## config.mk

```make
export PLATFORM = sky130hd
export DESIGN_NAME = refill_line_responder
export DESIGN_NICKNAME = d
export VERILOG_FILES = /design/src/rtl/refill_pkg.sv /design/src/rtl/refill_line_buffer.sv /design/src/rtl/refill_line_responder.sv
export SDC_FILE = /design/constraint.sdc
export NUM_CORES = 1
export LEC_CHECK = 0
export CAP_MARGIN = 20
export CORE_AREA = 5 5 157 159
export DETAILED_ROUTE_END_ITERATION = 7
export DIE_AREA = 0 0 162 164
export HOLD_SLACK_MARGIN = 0.15
export PLACE_DENSITY = 0.84
export SYNTH_ARGS = -nofsm -noshare
export SYNTH_HDL_FRONTEND = slang
export SYNTH_SLANG_ARGS = --single-unit
export TNS_END_PERCENT = 50
```

## constraint.sdc

```tcl
create_clock -name clk -period 2.95 [get_ports clk]
set_input_delay 0.4425 -clock clk [delete_from_list [all_inputs] [get_ports clk]]
set_output_delay 0.4425 -clock clk [all_outputs]
set_load 0.05 [all_outputs]
```

## src/rtl/refill_pkg.sv

```systemverilog
// Shared FSM state type and width helpers for the refill line responder.
package refill_pkg;

    typedef enum logic [1:0] {
        StIdle     = 2'd0,
        StIssue    = 2'd1,
        StWaitResp = 2'd2,
        StResp     = 2'd3
    } refill_state_e;

    function automatic int unsigned calc_nb_beats(input int unsigned refill_w,
                                                  input int unsigned mem_w);
        return refill_w / mem_w;
    endfunction

    function automatic int unsigned calc_beat_idx_w(input int unsigned refill_w,
                                                    input int unsigned mem_w);
        return $clog2(refill_w / mem_w);
    endfunction

    function automatic int unsigned calc_line_off_w(input int unsigned refill_w);
        return $clog2(refill_w / 8);
    endfunction

    function automatic int unsigned calc_beat_off_w(input int unsigned mem_w);
        return $clog2(mem_w / 8);
    endfunction

    // Values for the default 128-bit line / 32-bit beat configuration.
    localparam int unsigned NB_BEATS   = calc_nb_beats(128, 32);
    localparam int unsigned BEAT_IDX_W = calc_beat_idx_w(128, 32);
    localparam int unsigned LINE_OFF_W = calc_line_off_w(128);
    localparam int unsigned BEAT_OFF_W = calc_beat_off_w(32);

endpackage

```

## src/rtl/refill_line_buffer.sv

```systemverilog
// Slot-indexed beat assembly buffer with a registered line output that only
// updates when a complete line is committed.
module refill_line_buffer
    import refill_pkg::*;
#(
    parameter int unsigned REFILL_DATA_WIDTH = 128,
    parameter int unsigned MEM_DATA_WIDTH    = 32,
    parameter int unsigned NB_BEATS          = 4,
    parameter int unsigned BEAT_IDX_W        = 2
) (
    input  logic                         clk,
    input  logic                         rst_n,
    input  logic                         clear,
    input  logic                         wr_en,
    input  logic [BEAT_IDX_W-1:0]        wr_idx,
    input  logic [MEM_DATA_WIDTH-1:0]    wr_data,
    input  logic                         commit,
    output logic [REFILL_DATA_WIDTH-1:0] line
);

    logic [REFILL_DATA_WIDTH-1:0] line_buf_q;
    logic [REFILL_DATA_WIDTH-1:0] line_buf_d;
    logic [REFILL_DATA_WIDTH-1:0] line_q;

    always_comb begin
        line_buf_d = line_buf_q;
        if (clear) begin
            line_buf_d = '0;
        end else if (wr_en) begin
            for (int i = 0; i < NB_BEATS; i++) begin
                if (wr_idx == BEAT_IDX_W'(i)) begin
                    line_buf_d[i*MEM_DATA_WIDTH +: MEM_DATA_WIDTH] = wr_data;
                end
            end
        end
    end

    // Commit samples the next-state buffer so the final beat lands in the same cycle.
    always_ff @(posedge clk or negedge rst_n) begin
        if (!rst_n) begin
            line_buf_q <= '0;
            line_q     <= '0;
        end else begin
            line_buf_q <= line_buf_d;
            if (commit) begin
                line_q <= line_buf_d;
            end
        end
    end

    assign line = line_q;

endmodule

```

## src/rtl/refill_line_responder.sv

```systemverilog
// Serves one cache-line refill at a time by splitting it into sequential narrow
// memory reads and returning the assembled line as a single-cycle pulse.
module refill_line_responder
    import refill_pkg::*;
#(
    parameter int unsigned FETCH_ADDR_WIDTH  = 32,
    parameter int unsigned REFILL_DATA_WIDTH = 128,
    parameter int unsigned MEM_DATA_WIDTH    = 32
) (
    input  logic                         clk,
    input  logic                         rst_n,
    input  logic                         refill_req_i,
    output logic                         refill_gnt_o,
    input  logic [FETCH_ADDR_WIDTH-1:0]  refill_addr_i,
    output logic                         refill_r_valid_o,
    output logic [REFILL_DATA_WIDTH-1:0] refill_r_data_o,
    output logic                         mem_req_o,
    input  logic                         mem_gnt_i,
    output logic [FETCH_ADDR_WIDTH-1:0]  mem_addr_o,
    input  logic                         mem_r_valid_i,
    input  logic [MEM_DATA_WIDTH-1:0]    mem_r_rdata_i,
    output logic                         busy_o
);

    localparam int unsigned NBEATS   = calc_nb_beats(REFILL_DATA_WIDTH, MEM_DATA_WIDTH);
    localparam int unsigned IDX_W    = calc_beat_idx_w(REFILL_DATA_WIDTH, MEM_DATA_WIDTH);
    localparam int unsigned LINE_OFF = calc_line_off_w(REFILL_DATA_WIDTH);
    localparam int unsigned BEAT_OFF = calc_beat_off_w(MEM_DATA_WIDTH);
    localparam int unsigned CNT_W    = IDX_W + 1;
    localparam int unsigned BASE_W   = FETCH_ADDR_WIDTH - LINE_OFF;

    localparam logic [CNT_W-1:0] LAST_ISSUE = CNT_W'(NBEATS - 1);
    localparam logic [CNT_W-1:0] ALL_RX     = CNT_W'(NBEATS);

    refill_state_e     state_q, state_d;
    logic [CNT_W-1:0]  issue_cnt_q, issue_cnt_d;
    logic [CNT_W-1:0]  rx_cnt_q, rx_cnt_d;
    logic [BASE_W-1:0] base_q, base_d;
    logic              r_valid_q;
    logic              accept_req;
    logic              rx_accept;
    logic              commit;
    logic              unused_addr_bits;

    assign unused_addr_bits = ^refill_addr_i[LINE_OFF-1:0];

    assign refill_gnt_o = (state_q == StIdle);
    assign busy_o       = (state_q != StIdle);
    assign mem_req_o    = (state_q == StIssue);
    assign mem_addr_o   = FETCH_ADDR_WIDTH'({base_q, issue_cnt_q[IDX_W-1:0]}) << BEAT_OFF;

    assign accept_req = refill_gnt_o && refill_req_i;

    // A beat response is only legal while a granted beat is still outstanding.
    assign rx_accept = mem_r_valid_i
                    && ((state_q == StIssue) || (state_q == StWaitResp))
                    && (rx_cnt_q != issue_cnt_q);

    always_comb begin
        state_d     = state_q;
        issue_cnt_d = issue_cnt_q;
        rx_cnt_d    = rx_cnt_q;
        base_d      = base_q;

        if (rx_accept) begin
            rx_cnt_d = rx_cnt_q + CNT_W'(1);
        end

        unique case (state_q)
            StIdle: begin
                if (refill_req_i) begin
                    base_d      = refill_addr_i[FETCH_ADDR_WIDTH-1:LINE_OFF];
                    issue_cnt_d = '0;
                    rx_cnt_d    = '0;
                    state_d     = StIssue;
                end
            end
            StIssue: begin
                if (mem_gnt_i) begin
                    issue_cnt_d = issue_cnt_q + CNT_W'(1);
                    if (issue_cnt_q == LAST_ISSUE) begin
                        state_d = (rx_cnt_d == ALL_RX) ? StResp : StWaitResp;
                    end
                end
            end
            StWaitResp: begin
                if (rx_cnt_d == ALL_RX) begin
                    state_d = StResp;
                end
            end
            StResp: begin
                state_d = StIdle;
            end
            default: begin
                state_d = StIdle;
            end
        endcase
    end

    assign commit = (state_d == StResp) && (state_q != StResp);

    always_ff @(posedge clk or negedge rst_n) begin
        if (!rst_n) begin
            state_q     <= StIdle;
            issue_cnt_q <= '0;
            rx_cnt_q    <= '0;
            base_q      <= '0;
            r_valid_q   <= 1'b0;
        end else begin
            state_q     <= state_d;
            issue_cnt_q <= issue_cnt_d;
            rx_cnt_q    <= rx_cnt_d;
            base_q      <= base_d;
            r_valid_q   <= commit;
        end
    end

    assign refill_r_valid_o = r_valid_q;

    refill_line_buffer #(
        .REFILL_DATA_WIDTH (REFILL_DATA_WIDTH),
        .MEM_DATA_WIDTH    (MEM_DATA_WIDTH),
        .NB_BEATS          (NBEATS),
        .BEAT_IDX_W        (IDX_W)
    ) u_line_buffer (
        .clk     (clk),
        .rst_n   (rst_n),
        .clear   (accept_req),
        .wr_en   (rx_accept),
        .wr_idx  (rx_cnt_q[IDX_W-1:0]),
        .wr_data (mem_r_rdata_i),
        .commit  (commit),
        .line    (refill_r_data_o)
    );

    spurious_r_valid: assert property (@(posedge clk) disable iff (!rst_n)
        mem_r_valid_i |-> rx_accept)
        else $warning("mem_r_valid_i with no outstanding beat, ignored");

endmodule

```

==> results.yml, run 1 <==
status:
  status: "finished, final reports clean"
synth:
  syn_avg_cell_area_um2: 12.3
  ys_seq_elements: 293
  synthTopCellsByArea: "dfrtp_1 (62%), mux2_4 (13%), nand2_1 (6.0%)"
  synth_ff_type: "dfrtp_1"
  syn_inst: 960
  synth_warnings: 0
  synthArstFlopShare_pct: 100
  synth_edf_count: 0
  yosysSeqAreaShare_pct: 61.8
  synth_top_area_share_pct: 61.8
  synth.largest_area_cell: "dfrtp_1"
  synth_cell_type_count: 36
  synth.cell_area_um2: 11900
finish:
  fin_nets: 1267
  n_fill_cell: 1636
  layout-area-overhead-vs-synth_pct: 32.2
  drive_gt1_share_pct: 18.2
  fin_cells: 1503
  final_cell_mix: "dfrtp_1 (292), clkdlybuf4s50_1 (225), nand2_1 (184), mux2_4 (100), o21ai_0 (98)"
  post-route-util_pct: 67.8
  final_common_cell: "dfrtp_1"
power:
  p_switching_uw: 3850
  power_uw: 11700
  ir_drop_mv: 0.660
  p_seq_share_pct: 39.9
  switching_share_pct: 32.8
  p_clk_share_pct: 34.6
  p_int_uw: 7860
  combPwrFrac_pct: 25.6
  p_per_area_nw_per_um2: 747
  p_leak_uw: 0.00723
timing:
  fin_ws_ns: 0.103
  setup-violations-final: 0
  slew_viol_final: 0
  fmax_mhz: 351
  finalClockSkew_ns: 0.0109
  finalHoldViolCount: 0
  fin_crit_sh_pct: 96.5
  worst_slew_pin_slew_ns: 0.706
  period_minus_slack_ns: 2.85
  whs_ns: 0.427
  maxSlewHeadroom_pct: 53.0
routing:
  drtAntennaViolNets: 0
  dr.pass1.iters: 8
  avgRoutedWirePerCell_um: 19.6
  drc_errors: 0
  wirelength_mm: 29.4
  num_vias: 8146
  drtIter0Drc: 499
  routed_via_density: 5.42
grt:
  grt_pass1_wl_mm: 46.6
  grt-ovfl-total: 0
  grt_antenna_before_repair: 1
  grt_max_degree: 91
  grt_usage_pct: 21.8
  grt_pass1_vias: 8450
clocking:
  root_buffer: "clkbuf_16"
  cts_htree_levels: 1
  clk_path_buf_depth: 3
  cts_tree: "done"
  numCtsBuffers: 30
  path_clk_slew_ns: 0.06
  insertion_delay_ns: 0.55
  cts.sinks: 293
run:
  maxCapViolations: 0
worst_setup_path:
  critPathLaunchType: "register"
  crit_required_ns: 3.37
  cp_max_fo: 9
  crit_path_end_kind: "register"
  cp_slowest_cell: "dfrtp_1"
  worstPathArrival_ns: 3.27
  critPathKind: "register to register"
  crit_top_cell: "buf_4"
  cpPeakStageDelay_ns: 0.41
  path_cells: "inv_1 > ha_2 > nand3_1 > a211o_1 > o311ai_4 > a221oi_4 > nor4b_4 > buf_4 > buf_6 > buf_4 > mux2_2"
placed_design:
  portBuffers: 226
  pre_cts_slack_ns: 0.0123
  dp.cells: 1442
  dp_hpwl_mm: 19.4
  place.gp.congestion: 0.840
die:
  die_x_um: 162
  rows: 56
  ioPinCount: 233
  fp.coreArea_um2: 23100
  fp.dieH_um: 164
  initial_core_util_pct: 51.3
  die_area_um2: 26600
worst_hold_path:
  hold_path.class: "primary input to register"
## logic make-up after synthesis
logic type / after synthesis / share of synthesized area, %
AOI/OAI and AO/OA: 144 / 6.58
xor gates and xnor gates: 4 / 0.359
DFF: 293 / 61.8
adders and majority gates: 10 / 1.06
and+or+nand+nor: 304 / 11.0
other: 1 / 0.0316
buffers and inverters: 74 / 3.62
muxes: 130 / 15.5
## synthesized netlist by cell type (9+ instances only)
library cell,count
dfrtp_1,293
nand2_1,188
mux2_4,100
o21ai_0,98
nand3_1,97
clkbuf_1,39
a21oi_1,35
mux2_2,19
buf_1,10
buf_8,10
ha_1,10
mux2_1,10
nor2_1,9
## worst max-delay path: cells and delay by family (launching register included)
kind | cells | cell delay (ns)
adder cells (fa/ha/maj) | 1 | 0.34
buffers and inverters | 4 | 0.63
multiplexers | 1 | 0.36
AND/OR/NAND/NOR | 2 | 0.46
flip-flops | 1 | 0.41
AO/OA/AOI/OAI | 3 | 0.53
## power by group through the flow
stage	logic, uW	registers [uW]	clock network [uW]
2_1_floorplan	1120	5480	0
3_3_place_gp	2890	4720	0
3_5_place_dp	2950	4740	0
4_1_cts	2970	4670	4120
5_1_grt	3200	4720	4300
6_report	2990	4670	4050
## registers in the layout, summed over array words and instances, names as in the netlist
| register | count |
|---|---|
| refill_r_valid_o | 1 |
| issue_cnt_q | 3 |
| base_q | 28 |
| rx_cnt_q | 3 |
| u_line_buffer.line | 128 |
| u_line_buffer.line_buf_q | 128 |
| state_q | 2 |
## final cells by class
class | count | area (um2) | area share (%)
Tap cell | 290 | 363 | 2.32
Clock inverter | 12 | 174 | 1.11
Sequential cell | 293 | 7330 | 46.8
Antenna cell | 2 | 5.00 | 0.0319
Clock buffer | 43 | 901 | 5.75
Multi-Input combinational cell | 594 | 4160 | 26.5
Inverter | 7 | 30.0 | 0.192
Timing Repair Buffer | 262 | 2710 | 17.3
## what timing repair did
action,in CTS,in global routing
hold endpoints to repair,84,0
endpoints found under the setup margin,0,114
resized for setup,0,7
setup buffers,0,3
hold buffers,1,0
## final timing paths
| kind | start | end | depth (start not counted) | slack [ns] |
|---|---|---|---|---|
| min | refill_addr_i[14] | base_q[10]$_DFFE_PN0P_ | 3 | 0.43 |
| min in group asynchronous | rst_n | u_line_buffer.line[48]$_DFFE_PN0P_ | 2 | 0.50 |
| max reg2reg | state_q[1]$_DFF_PN0_ | u_line_buffer.line[1]$_DFFE_PN0P_ | 11 | 0.10 |
| max in group asynchronous | rst_n | u_line_buffer.line[118]$_DFFE_PN0P_ | 3 | 1.58 |
| min reg2reg | base_q[7]$_DFFE_PN0P_ | base_q[7]$_DFFE_PN0P_ | 2 | 0.47 |
| max | state_q[1]$_DFF_PN0_ | u_line_buffer.line[1]$_DFFE_PN0P_ | 11 | 0.10 |
## per-layer routing
metal / vias to the layer above / track usage [%] / wire, um
met2: 261 / 34.6 / 13900
met4: 0 / 7.61 / 935
met1: 4103 / 30.2 / 12600
li1: 3723 / - / -
met5: - / 0 / 0
met3: 59 / 4.57 / 1920
## stage by stage
| step | setup TNS, ns | instance area (um2) |
|---|---|---|
| 2_1_floorplan | 0 | 11900 |
| 3_3_place_gp | 0 | 14500 |
| 3_5_place_dp | 0 | 14500 |
| 4_1_cts | 0 | 15600 |
| 5_1_grt | -0.184 | 15700 |
| 6_report | 0 | 15700 |
No activity file was read; power rests on OpenSTA's default activity.
==> inputs of run 2 (changes only) <==
--- a/config.mk
+++ b/config.mk
@@ -5,12 +5,13 @@
 export SDC_FILE = /design/constraint.sdc
 export NUM_CORES = 1
 export LEC_CHECK = 0
+export ABC_AREA = 1
 export CAP_MARGIN = 20
-export CORE_AREA = 5 5 157 159
+export CORE_AREA = 5 5 160 162
 export DETAILED_ROUTE_END_ITERATION = 7
-export DIE_AREA = 0 0 162 164
+export DIE_AREA = 0 0 165 167
 export HOLD_SLACK_MARGIN = 0.15
-export PLACE_DENSITY = 0.84
+export PLACE_DENSITY = 0.83
 export SYNTH_ARGS = -nofsm -noshare
 export SYNTH_HDL_FRONTEND = slang
 export SYNTH_SLANG_ARGS = --single-unit
==> run 2 against run 1 <==
Compared with the run above:
- largest cell class unchanged
- critical endpoint is now refill_gnt_o
- count of clock-buffer cells in the layout fell by 1
- non-clock buffer count fell by 10
- global-route usage rose by 1.9 points
- total power rose by 73%
- critical path depth fell by 8
==> results.yml, run 2 <==
status:
  status: "finished, final reports clean"
clocking:
  cts.sinks: 293
  numCtsBuffers: 29
  insertion_delay_ns: 0.53
  clk_path_buf_depth: 3
  cts_tree: "done"
  postCtsSetupBuffers: 0
  cts_htree_levels: 1
  path_clk_slew_ns: 0.06
  root_buffer: "clkbuf_16"
grt:
  grt-ovfl-total: 0
  grt_pass1_wl_mm: 53.2
  grt_usage_pct: 23.7
  grt_antenna_before_repair: 0
  grt_pass1_vias: 10086
  grt_max_degree: 130
worst_setup_path:
  path_depth: 3
  crit_required_ns: 2.51
  r2r_slack_ns: 0.37
  cp_slowest_cell: "clkdlybuf4s50_1"
  path_cells: "inv_1 > ha_1 > clkdlybuf4s50_1"
  crit_end: "refill_gnt_o"
  ff2ff_path_depth: 16
  crit_path_end_kind: "output port"
  r2r_end: "u_line_buffer.line[14]$_DFFE_PN0P_"
  cp_max_fo: 6
  critPathLaunch: "state_q[0]$_DFF_PN0_"
  worstPathArrival_ns: 2.38
  cpLargestDelayFamily: "buffers and inverters"
  critPathLaunchType: "register"
  rr_startpoint: "state_q[0]$_DFF_PN0_"
  cpPeakStageDelay_ns: 0.87
  cp_num_buf_inv: 2
  critPathKind: "register to output port"
synth:
  synth.cell_area_um2: 12200
  syn_inst: 1333
  synth_most_common_cell: "nand2_1"
  synthArstFlopShare_pct: 100
  synth_ff_type: "dfrtp_1"
  synth_cell_type_count: 24
  ys_seq_elements: 293
  synthTopCellsByArea: "dfrtp_1 (60%), nand2_1 (11%), nand4_1 (6.5%)"
  synth_edf_count: 0
  synth.largest_area_cell: "dfrtp_1"
  synth_common_cells: "nand2_1 (369), dfrtp_1 (293), inv_1 (141), a21oi_1 (131), o21ai_0 (130)"
  yosysSeqAreaShare_pct: 59.9
  syn_avg_cell_area_um2: 9.18
  synth_top_area_share_pct: 59.9
  synth_warnings: 0
power:
  p_clk_share_pct: 18.1
  combPwrFrac_pct: 49.9
  p_leak_uw: 0.00765
  p_seq_share_pct: 32.0
  p_int_uw: 10900
  switching_share_pct: 46.2
  p_switching_uw: 9390
  p_per_area_nw_per_um2: 1290
  ir_drop_mv: 1.04
  power_uw: 20300
placed_design:
  pre_cts_slack_ns: 0.301
  portBuffers: 226
  dp_hpwl_mm: 20.9
  place.gp.congestion: 0.870
routing:
  drtIter0Drc: 681
  wirelength_mm: 32.7
  avgRoutedWirePerCell_um: 17.6
  drc_errors: 0
  routed_via_density: 5.36
  num_vias: 9970
  drtAntennaViolNets: 0
  dr.pass1.iters: 5
timing:
  fmax_mhz: 354
  slew_viol_final: 0
  finalHoldViolCount: 0
  rsz0062_at_grt: "no"
  finalClockSkew_ns: 0.00654
  maxSlewHeadroom_pct: 54.2
  fin_ws_ns: 0.126
  worst_slew_pin_slew_ns: 0.687
  fin_crit_sh_pct: 95.7
  setup-violations-final: 0
  period_minus_slack_ns: 2.82
  setup_tns_ns: 0
finish:
  final_cell_mix: "nand2_1 (365), dfrtp_1 (293), clkdlybuf4s50_1 (224), inv_1 (141), a21oi_1 (131)"
  regArea_um2: 7330
  fin_nets: 1592
  n_antenna_cell: 0
  layout-area-overhead-vs-synth_pct: 28.2
  drive_gt1_share_pct: 5.93
  n_fill_cell: 1881
  multi_input_area_um2: 3810
  post-route-util_pct: 65.5
  final_common_cell: "nand2_1"
die:
  ioPinCount: 233
  fp.dieH_um: 167
  die_area_um2: 27600
  rows: 57
  die_x_um: 165
  fp.coreArea_um2: 24000
  initial_core_util_pct: 51.1
run:
  maxCapViolations: 0
worst_hold_path:
  hold_path.class: "primary input to asynchronous set/reset pin"
-- run 2: cell types whose count changed in the layout (fill, tap and decap cells not counted), moves of 93 or more --
cell and delta:
a21oi_1 +97, nand3_1 -93, mux2_4 -100, nand4_1 +128
nand2_1 +181, inv_1 +135
-- run 2: worst reg2reg max path, delay by kind of cell, from the launching register on --
kind,cells,cell delay [ns]
simple gates,11,0.98
fa+ha+maj,1,0.26
flops,1,0.41
buf+inv,4,0.86
-- run 2: cell type report --
cell class	count	area share, %
Clock buffer	42	5.45
Clock inverter	11	0.686
Inverter	146	3.49
Multi-Input combinational cell	791	24.3
Sequential cell	293	46.7
Tap cell	324	2.58
Timing Repair Buffer	252	16.8
-- run 2: worst min path at each step --
stage	from	endpoint	slack, ns	cells after the start
4_1_cts	refill_addr_i[14]	base_q[10]$_DFFE_PN0P_	0.42	3
3_5_place_dp	rst_n	u_line_buffer.line[91]$_DFFE_PN0P_	0.41	1
3_3_place_gp	rst_n	u_line_buffer.line[123]$_DFFE_PN0P_	0.41	1
6_report	rst_n	u_line_buffer.line[91]$_DFFE_PN0P_	0.43	2
5_1_grt	refill_addr_i[21]	base_q[17]$_DFFE_PN0P_	0.44	3
2_1_floorplan	rst_n	base_q[0]$_DFFE_PN0P_	0.15	0
-- run 2: power groups by stage --
stage / logic (uW) / registers, uW / clock network, uW
CTS: 10200 / 6500 / 3750
detailed placement: 10200 / 6550 / 0
global route: 10900 / 6690 / 3930
global placement: 9930 / 6490 / 0
floorplan: 3790 / 9490 / 0
finish: 10100 / 6500 / 3660
-- run 2: cells by family (layout without fill, tap and decap cells) --
kind of cell / after synthesis / count (layout) / share of synthesized area, %
AND/OR/NAND/NOR: 515 / 515 / 18.8
flip-flops: 293 / 293 / 59.9
AO/OA/AOI/OAI: 263 / 263 / 10.8
buffers and inverters: 250 / 451 / 9.42
adder cells (fa/ha/maj): 10 / 10 / 1.02
other: 1 / 2 / 0.0306
XOR/XNOR: 1 / 1 / 0.0716
-- run 2: what timing repair did --
action / CTS / global route
hold endpoints to repair: 53 / 0
gates resized for setup: 0 / 1
endpoints found under the setup margin: 0 / 1
hold buffers: 1 / 0
-- run 2: metrics by stage --
step	hold WS [ns]	std cells	instance area, um2
2_1_floorplan	0.147	1334	12200
3_3_place_gp	0.407	1805	14700
3_5_place_dp	0.407	1805	14700
4_1_cts	0.420	1859	15700
5_1_grt	0.438	1859	15700
6_report	0.432	1859	15700
-- run 2: routing by layer --
metal,share of wire [%],global-route usage (%),vias up
li1,-,-,4707
met1,39,30.7,4823
met2,49,39.1,381
met3,8.7,6.40,59
met4,3.0,6.94,0
met5,0,0,-
